===== src/rtl/vector_pkg.sv =====
// Shared vector-unit types: lane slices, full vector registers, register selectors
// and the writeback-collector entry layout.
package vector_pkg;

  localparam int SLICE_W  = 2;   // elements per lane slice
  localparam int ELEM_W   = 8;
  localparam int LANES    = 16;
  localparam int VLEN     = LANES * SLICE_W;
  localparam int WB_DEPTH = 2;   // default in-flight writeback entries

  typedef logic [4:0]                     vsel_t;
  typedef logic [SLICE_W-1:0][ELEM_W-1:0] slice_t;
  typedef logic [VLEN-1:0][ELEM_W-1:0]    vreg_t;

  typedef struct packed {
    vsel_t              vd;
    vreg_t              vdata;
    logic [LANES-1:0]   filled;
  } wb_entry_t;

endpackage


===== src/rtl/vec_wb_ring_ctrl.sv =====
// Head/tail/occupancy bookkeeping for the in-order writeback ring.
// Allocation is gated on registered occupancy only, so a same-cycle pop never frees a slot.
module vec_wb_ring_ctrl #(
  parameter int DEPTH = 2
) (
  input  logic                     clk,
  input  logic                     rst,
  input  logic                     i_flush,
  input  logic                     i_alloc_valid,
  input  logic                     i_pop,
  output logic                     o_alloc_ready,
  output logic                     o_alloc_fire,
  output logic [$clog2(DEPTH)-1:0] o_head,
  output logic [$clog2(DEPTH)-1:0] o_tail,
  output logic [$clog2(DEPTH):0]   o_occupancy
);

  localparam int PTR_W = $clog2(DEPTH);
  localparam logic [PTR_W:0] FULL = (PTR_W + 1)'(DEPTH);

  logic [PTR_W-1:0] r_head;
  logic [PTR_W-1:0] r_tail;
  logic [PTR_W:0]   r_occ;
  logic             w_push;
  logic             w_pop;

  assign o_alloc_ready = (r_occ < FULL) && !i_flush;
  assign w_push        = i_alloc_valid && o_alloc_ready;
  assign w_pop         = i_pop && !i_flush;
  assign o_alloc_fire  = w_push;
  assign o_head        = r_head;
  assign o_tail        = r_tail;
  assign o_occupancy   = r_occ;

  always_ff @(posedge clk or posedge rst) begin
    if (rst) begin
      r_head <= '0;
      r_tail <= '0;
      r_occ  <= '0;
    end else if (i_flush) begin
      r_head <= '0;
      r_tail <= '0;
      r_occ  <= '0;
    end else begin
      if (w_push) r_tail <= r_tail + 1'b1;
      if (w_pop)  r_head <= r_head + 1'b1;
      case ({w_push, w_pop})
        2'b10:   r_occ <= r_occ + 1'b1;
        2'b01:   r_occ <= r_occ - 1'b1;
        default: r_occ <= r_occ;
      endcase
    end
  end

endmodule


===== src/rtl/vec_wb_collector.sv =====
// Collects per-lane result slices into in-order vector writeback entries and
// offers each completed head entry to a register-file write port.
module vec_wb_collector
  import vector_pkg::*;
#(
  parameter int DEPTH     = WB_DEPTH,
  parameter int NUM_LANES = LANES
) (
  input  logic                          clk,
  input  logic                          rst,
  input  logic                          flush,
  input  logic                          alloc_valid,
  input  vsel_t                         alloc_vd,
  output logic                          alloc_ready,
  input  logic   [NUM_LANES-1:0]        lane_valid,
  input  slice_t [NUM_LANES-1:0]        lane_result,
  output logic   [NUM_LANES-1:0]        lane_ready,
  output logic                          wb_valid,
  output vsel_t                         wb_vd,
  output vreg_t                         wb_vdata,
  input  logic                          wb_ready,
  output logic   [$clog2(DEPTH):0]      occupancy
);

  localparam int PTR_W = $clog2(DEPTH);

  logic [PTR_W-1:0] w_head;
  logic [PTR_W-1:0] w_tail;
  logic [PTR_W:0]   w_occ;
  logic             w_alloc_fire;
  logic             w_pop;

  wb_entry_t        r_entry    [DEPTH];
  logic [PTR_W-1:0] r_fill_ptr [NUM_LANES];

  vec_wb_ring_ctrl #(.DEPTH(DEPTH)) u_ring (
    .clk           (clk),
    .rst           (rst),
    .i_flush       (flush),
    .i_alloc_valid (alloc_valid),
    .i_pop         (w_pop),
    .o_alloc_ready (alloc_ready),
    .o_alloc_fire  (w_alloc_fire),
    .o_head        (w_head),
    .o_tail        (w_tail),
    .o_occupancy   (w_occ)
  );

  // Writeback outputs are taken purely from registered entry state.
  assign wb_valid  = (w_occ != '0) && (&r_entry[w_head].filled[NUM_LANES-1:0]);
  assign wb_vd     = r_entry[w_head].vd;
  assign wb_vdata  = r_entry[w_head].vdata;
  assign w_pop     = wb_valid && wb_ready;
  assign occupancy = w_occ;

  // A lane's fill pointer targets an allocated entry when its ring distance
  // from head is below occupancy; a set filled bit means the lane has wrapped.
  generate
    for (genvar gi = 0; gi < NUM_LANES; gi++) begin : g_lane
      logic [PTR_W-1:0] w_dist;
      assign w_dist         = r_fill_ptr[gi] - w_head;
      assign lane_ready[gi] = ({1'b0, w_dist} < w_occ) &&
                              !r_entry[r_fill_ptr[gi]].filled[gi];
    end
  endgenerate

  always_ff @(posedge clk or posedge rst) begin
    if (rst) begin
      for (int e = 0; e < DEPTH; e++) r_entry[e] <= '0;
      for (int l = 0; l < NUM_LANES; l++) r_fill_ptr[l] <= '0;
    end else if (flush) begin
      for (int e = 0; e < DEPTH; e++) r_entry[e].filled <= '0;
      for (int l = 0; l < NUM_LANES; l++) r_fill_ptr[l] <= '0;
    end else begin
      if (w_alloc_fire) begin
        r_entry[w_tail].vd     <= alloc_vd;
        r_entry[w_tail].filled <= '0;
      end
      for (int l = 0; l < NUM_LANES; l++) begin
        if (lane_valid[l] && lane_ready[l]) begin
          r_entry[r_fill_ptr[l]].vdata[l*SLICE_W +: SLICE_W] <= lane_result[l];
          r_entry[r_fill_ptr[l]].filled[l]                   <= 1'b1;
          r_fill_ptr[l]                                      <= r_fill_ptr[l] + 1'b1;
        end
      end
    end
  end

endmodule


===== config.mk =====
export PLATFORM = sky130hd
export DESIGN_NAME = vec_wb_collector
export DESIGN_NICKNAME = d
export VERILOG_FILES = /design/src/rtl/vector_pkg.sv /design/src/rtl/vec_wb_ring_ctrl.sv /design/src/rtl/vec_wb_collector.sv
export SDC_FILE = /design/constraint.sdc
export NUM_CORES = 1
export LEC_CHECK = 0
export BUFFER_PORTS_ARGS = -buffer_cell sky130_fd_sc_hd__clkbuf_2
export CORE_UTILIZATION = 30
export CTS_CLUSTER_SIZE = 16
export DETAILED_ROUTE_END_ITERATION = 6
export PLACE_DENSITY = 0.58
export RECOVER_POWER = 25
export SKIP_CTS_REPAIR_TIMING = 1
export SLEW_MARGIN = 15
export SYNTH_ARGS = -nofsm -noshare
export SYNTH_HDL_FRONTEND = slang
export SYNTH_SLANG_ARGS = --single-unit
export TNS_END_PERCENT = 10

===== constraint.sdc =====
create_clock -name clk -period 51.5 [get_ports clk]
set_clock_uncertainty 0.05 [all_clocks]
set_input_delay 10.3 -clock clk [delete_from_list [all_inputs] [get_ports clk]]
set_output_delay 10.3 -clock clk [all_outputs]
set_load 0.1 [all_outputs]

==> metrics.md, run 1 <==
| Metric | Value |
|---|---|
| Outcome | finished, violations left |
| Failing checks | capacitance limit, slew limit |
| TritonCTS clock tree | built |
| CP bufs+invs | 2 |
| Fill count | 8,301 |
| RSZ-0062 raised after global routing | no |
| Starting Density | 30.36% |
| Crit-path cells | clkbuf_1, nor2_1, clkbuf_2 |
| Num CTS Buffers | 69 |
| Slew Viols, Final | 282 |
| Clock root cell | clkbuf_16 |
| Vias per cell | 4.715 |
| Most frequent cells in the layout | 708 x mux2_2, 571 x dfrtp_1, 560 x clkbuf_2 |
| Yosys warns | 0 |
| Overflow after GRT | 0 |
| Row Count | 107 |
| R2R depth | 7 |
| Hold Crit Class | register to register |
| Fin crit share | 43.81% |
| Final WL | 70,380 µm |
| Clk Latency, worst-skew pair | 600 ps |
| CP Capture Type | output pin |
| Hpwl dp | 49,410 µm |
| Worst Min Path Start | r_entry[417]$_DFFE_PP0P_ |
| Synth Cell Area | 25,930 µm² |
| Overall Global Routing Usage | 15.79% |
| Number of flops mapped to enable cells by yosys | 0 |
| Worst slew pin tran | 5662 ps |
| CTS H-tree depth | 3 |
| Critical setup path kind | primary input to output pin |
| Worst setup SP type | primary input |
| Clk slew on worst S/H paths | 50 ps |
| CP max stage delay | 1100 ps |
| Antenna viol nets, final | 0 |
| Post-synth net total | 1,988 |
| Gpl congestion | 0.7533 |
| Setup total negative slack | 0 ps |
| Port buffer count | 562 |
| Seq cells post-synth | 574 |
| Avg Inst Size Synth | 15.20 µm² |
| Syn Inst Count | 1,706 |
| Reg-to-Reg End | r_entry[343]$_DFFE_PP0P_ |
| CP arrival | 12,210 ps |
| Required time of the worst setup path | 41,150 ps |
| Ratio of cells with drive above 1 in the final layout | 61.17% |
| Vias in the first global route | 18,180 |
| DIE AREA | 87,620 µm² |
| Post-DR wirelength/cell | 20.17 µm |
| Worst reg2reg startpoint | u_ring.o_head$_DFFE_PP0P_ |
| FF-to-FF setup slack | 44,990 ps |
| Via Count | 16,450 |
| Final setup fails | 0 |
| Slowest-stage cell, CP | clkbuf_1 |
| Max Cap Violations | 7 |
| Synth Flop Type | dfrtp_1 |
| First-pass GRT wire length | 106,400 µm |
| Ports | 563 |
| Dominant cell type by area after synthesis | dfrtp_1 |
| Layout area overhead | 23.42% |
| Top cells by area in the synthesized netlist | dfrtp_1 55%, mux2_2 31%, mux2_1 2.6% |
| Antenna violations before repair | 11 |
| Number of remaining DRC errors | 0 |
| NumNets Final | 2,570 |
| Fraction of registers with async set/reset | 100.0% |
| Max Clk Rate | 0.04432 GHz |
| Die width | 296.0 µm |
| Minimum clock period | 22,560 ps |
| DRT iter0 DRCs | 421 |
| Pre-Repair DR Iteration Count | 4 |
| CTS Sinks | 574 |
| Fin. Hold Viols | 0 |
| Hold Crit Depth | 1 |
| Core area | 85,410 µm² |
| Largest net degree at the start of global routing | 158 |
| Hold EP | r_entry[417]$_DFFE_PP0P_ |
| Top-area cell type share of the netlist area | 55.39% |
| Register area share after synthesis | 55.39% |
| Cell family contributing the most delay on the critical path | buffers and inverters |
| Die H | 296.0 µm |
| Unique masters post-synth | 43 |
| CP max FO | 24 |
| Slew margin rel. | -279.6% |
| Most common cell after layout, fill and taps aside | mux2_2 |
| Clock Path Buffers | 3 |
-- cells by family (layout without fill, tap and decap cells) --
family | count (synthesis) | after routing | share of synthesized area [%]
mux | 801 | 801 | 34.82
flops | 574 | 574 | 55.39
compound gates | 118 | 118 | 4.873
simple gates | 116 | 116 | 2.813
buf+inv | 95 | 725 | 2.041
xor+xnor | 2 | 2 | 0.06756
other cells | 0 | 9 | 0
-- registers in the layout, summed over array words and instances, names as in the netlist --
name and count:
u_ring.o_occupancy 2, u_ring.o_head 1, u_ring.o_tail 1, r_entry 554
r_fill_ptr 16
-- cell type report --
type / instances / area [µm²] / share of cell area, %
Clock buffer: 94 / 1942 / 6.067
Sequential cell: 574 / 14370 / 44.90
Inverter: 17 / 65.06 / 0.2033
Tap cell: 1144 / 1431 / 4.472
Timing Repair Buffer: 589 / 2982 / 9.316
Clock inverter: 25 / 355.3 / 1.110
Antenna cell: 9 / 22.52 / 0.07036
Multi-Input combinational cell: 1037 / 10840 / 33.86
-- through the flow --
stage / setup WS (ps) / cell area, µm² / instances / util [%] / hold WS [ps]
after floorplan: 25090 / 25930 / 1706 / - / 402.2
after global placement: 29720 / 29990 / 3361 / 35.12 / 412.3
after detailed placement: 29680 / 29990 / 3361 / 35.12 / 420.8
after CTS: 29680 / 32290 / 3480 / 37.81 / 433.3
after global routing: 28740 / 32000 / 3485 / 37.46 / 448.9
final: 28940 / 32010 / 3489 / 37.47 / 427.7
-- routing by layer --
metal / vias to the layer above / part of all wire (%) / track usage (%)
met5: - / 0.067 / 0
met4: 8 / 3.3 / 6.324
met3: 141 / 7.1 / 4.864
met2: 434 / 50 / 27.17
met1: 8480 / 39 / 18.22
li1: 7389 / - / -
-- synthesized netlist by cell type, types with 12 or more instances --
cell type and number:
mux2_2 716, o21bai_1 13, a21oi_1 16, mux2_1 61
a21o_1 30, inv_1 17, nand2_1 42, nand2b_1 18
clkbuf_1 28, buf_2 29, a2111oi_4 13, and3b_1 16
dfrtp_1 574, mux2i_1 16, buf_6 12
-- how the worst max path moves through the flow --
| stage | startpoint | end | slack (ps) | depth (start not counted) |
|---|---|---|---|---|
| floorplan | rst | r_entry[0]$_DFF_PP0_ | 25090 | 1 |
| global placement | flush | alloc_ready | 29720 | 3 |
| detailed placement | flush | alloc_ready | 29680 | 3 |
| CTS | flush | alloc_ready | 29680 | 3 |
| global route | flush | alloc_ready | 28740 | 3 |
| finish | flush | alloc_ready | 28940 | 3 |
Power of run 1 is left out: the tool's default activity adds up to more than one toggle a clock period on the data nets, which glitch-free logic cannot reach.
==> run 2: changes to the inputs <==
Clock period 51.5 ns to 23.4 ns, I/O delays scaled along.
==> metrics.md, run 2 (same netlist as run 1, synthesis figures left out) <==
| Metric | Value |
|---|---|
| CP arrival | 13,100 ps (+890 ps) |
| Overflow after GRT | 0 (unchanged) |
| Clk Latency, worst-skew pair | 610 ps (about the same) |
| Die width | 296.0 µm (unchanged) |
| Port buffer count | 562 (unchanged) |
| Non-Filler Cell Area, Final | 31,920 µm² (-0.28%) |
| Worst reg2reg startpoint | u_ring.o_head$_DFFE_PP0P_ |
| Final WL | 69,950 µm (-0.61%) |
| Slowest-stage cell, CP | clkinvlp_2 |
| Via Count | 16,470 (+0.085%) |
| Clock root cell | clkbuf_16 |
| Post-DR wirelength/cell | 20.04 µm (-0.64%) |
| Hold Crit Class | register to register |
| CP dominant cell by count | buf_4 |
| Ports | 563 (unchanged) |
| Clock Path Buffers | 3 (unchanged) |
| Fin. Hold Viols | 0 (unchanged) |
| TritonCTS clock tree | built |
| Crit-path cells | clkbuf_2, clkinvlp_2, clkbuf_1, buf_4, buf_4, buf_4 |
| Met2 Use GR | 26.61% (-0.55 points) |
| Layout area overhead | 23.08% |
| Max Cap Violations | 5 (-2) |
| Antenna viol nets, final | 0 (unchanged) |
| DIE AREA | 87,620 µm² (unchanged) |
| Row Count | 107 (unchanged) |
| DRT iter0 DRCs | 444 (+5.5%) |
| Fin crit share | 53.44% |
| Starting Density | 30.36% (unchanged) |
| Outcome | finished, violations left |
| Largest net degree at the start of global routing | 140 (-11%) |
| Minimum clock period | 12,500 ps |
| CP max stage delay | 3100 ps (+2000 ps) |
| Clk slew on worst S/H paths | 50 ps (about the same) |
| Core area | 85,410 µm² (unchanged) |
| RSZ-0062 raised after global routing | no |
| Most common cell after layout, fill and taps aside | mux2_2 |
| Number of remaining DRC errors | 0 (unchanged) |
| Overall Global Routing Usage | 15.66% (-0.13 points) |
| Num CTS Buffers | 70 (+1.4%) |
| Max Clk Rate | 0.07997 GHz |
| Required time of the worst setup path | 23,990 ps (-17,160 ps) |
| NumNets Final | 2,573 (+0.12%) |
| Worst Setup SP | rst |
| Critical setup path kind | primary input to asynchronous set/reset pin |
| Fill count | 8,287 (-0.17%) |
| Slew Viols, Final | 255 (-9.6%) |
| Failing checks | capacitance limit, slew limit |
| First-pass GRT wire length | 105,600 µm (-0.84%) |
| Most used routing layer | met2 |
| Slew margin rel. | -272.5% (+7.1 points) |
| Cell family contributing the most delay on the critical path | buffers and inverters |
| Max reg flops | 554 (unchanged) |
| Die H | 296.0 µm (unchanged) |
| CP max FO | 127 (+430%) |
| CP Capture Type | asynchronous set/reset pin |
| Global Route met3 Usage | 5.254% (+0.39 points) |
| Largest Register | r_entry |
| Worst Min Path Start | r_entry[451]$_DFFE_PP0P_ |
| Ratio of cells with drive above 1 in the final layout | 61.34% (+0.17 points) |
| Antenna violations before repair | 9 (-2) |
| Placed Area | 30,000 µm² (about the same) |
| Setup total negative slack | 0 ps (unchanged) |
| CP bufs+invs | 6 (+4) |
| Gpl congestion | 0.7668 (+1.8%) |
| Pre-Repair DR Iteration Count | 6 (+2) |
| Hpwl dp | 49,370 µm (about the same) |
| Worst slew pin tran | 5556 ps (-105.7 ps) |
| Final setup fails | 0 (unchanged) |
| Worst setup SP type | primary input |
| Vias in the first global route | 17,930 (-1.3%) |
| Vias per cell | 4.718 (about the same) |
| M1 GR Usage | 18.27% (+0.050 points) |
| CTS Sinks | 574 (unchanged) |
| Most frequent cells in the layout | 710 x mux2_2, 571 x dfrtp_1, 561 x clkbuf_2 |
| CTS H-tree depth | 3 (unchanged) |
## run 2: layer usage
layer  wire length (µm)  part of all wire [%]
met1              27820                    40
met2              34670                    50
met3               5303                   7.6
met4               2094                   3.0
met5                 63                 0.090
## run 2: final timing paths
| check | to | slack, ps | cells after the start |
|---|---|---|---|
| max | r_entry[184]$_DFFE_PP0P_ | 10900 | 6 |
| min | r_entry[451]$_DFFE_PP0P_ | 430 | 1 |
| max reg2reg | r_entry[304]$_DFFE_PP0P_ | 17500 | 6 |
| min reg2reg | r_entry[451]$_DFFE_PP0P_ | 430 | 1 |
| max in group clk | alloc_ready | 12200 | 3 |
| min in group asynchronous | r_entry[369]$_DFFE_PP0P_ | 5750 | 2 |
## run 2: through the flow
step	util [%]	std cells	hold WS, ps	worst slack, ps
final	37.37	3490	431.7	10900
after global routing	37.36	3487	453.5	9077
after CTS	37.71	3485	436.5	12830
after detailed placement	35.12	3363	420.6	12830
after global placement	35.12	3363	412.2	12860
after floorplan	-	1706	402.2	2612
## run 2: layout make-up
type	count	area, µm²	area share (%)
Antenna cell	5	12.51	0.03920
Clock buffer	99	2001	6.268
Clock inverter	23	211.5	0.6625
Inverter	17	65.06	0.2038
Multi-Input combinational cell	1037	10850	33.98
Sequential cell	574	14370	45.02
Tap cell	1144	1431	4.485
Timing Repair Buffer	591	2982	9.341
Power of run 2 is left out for the same reason.
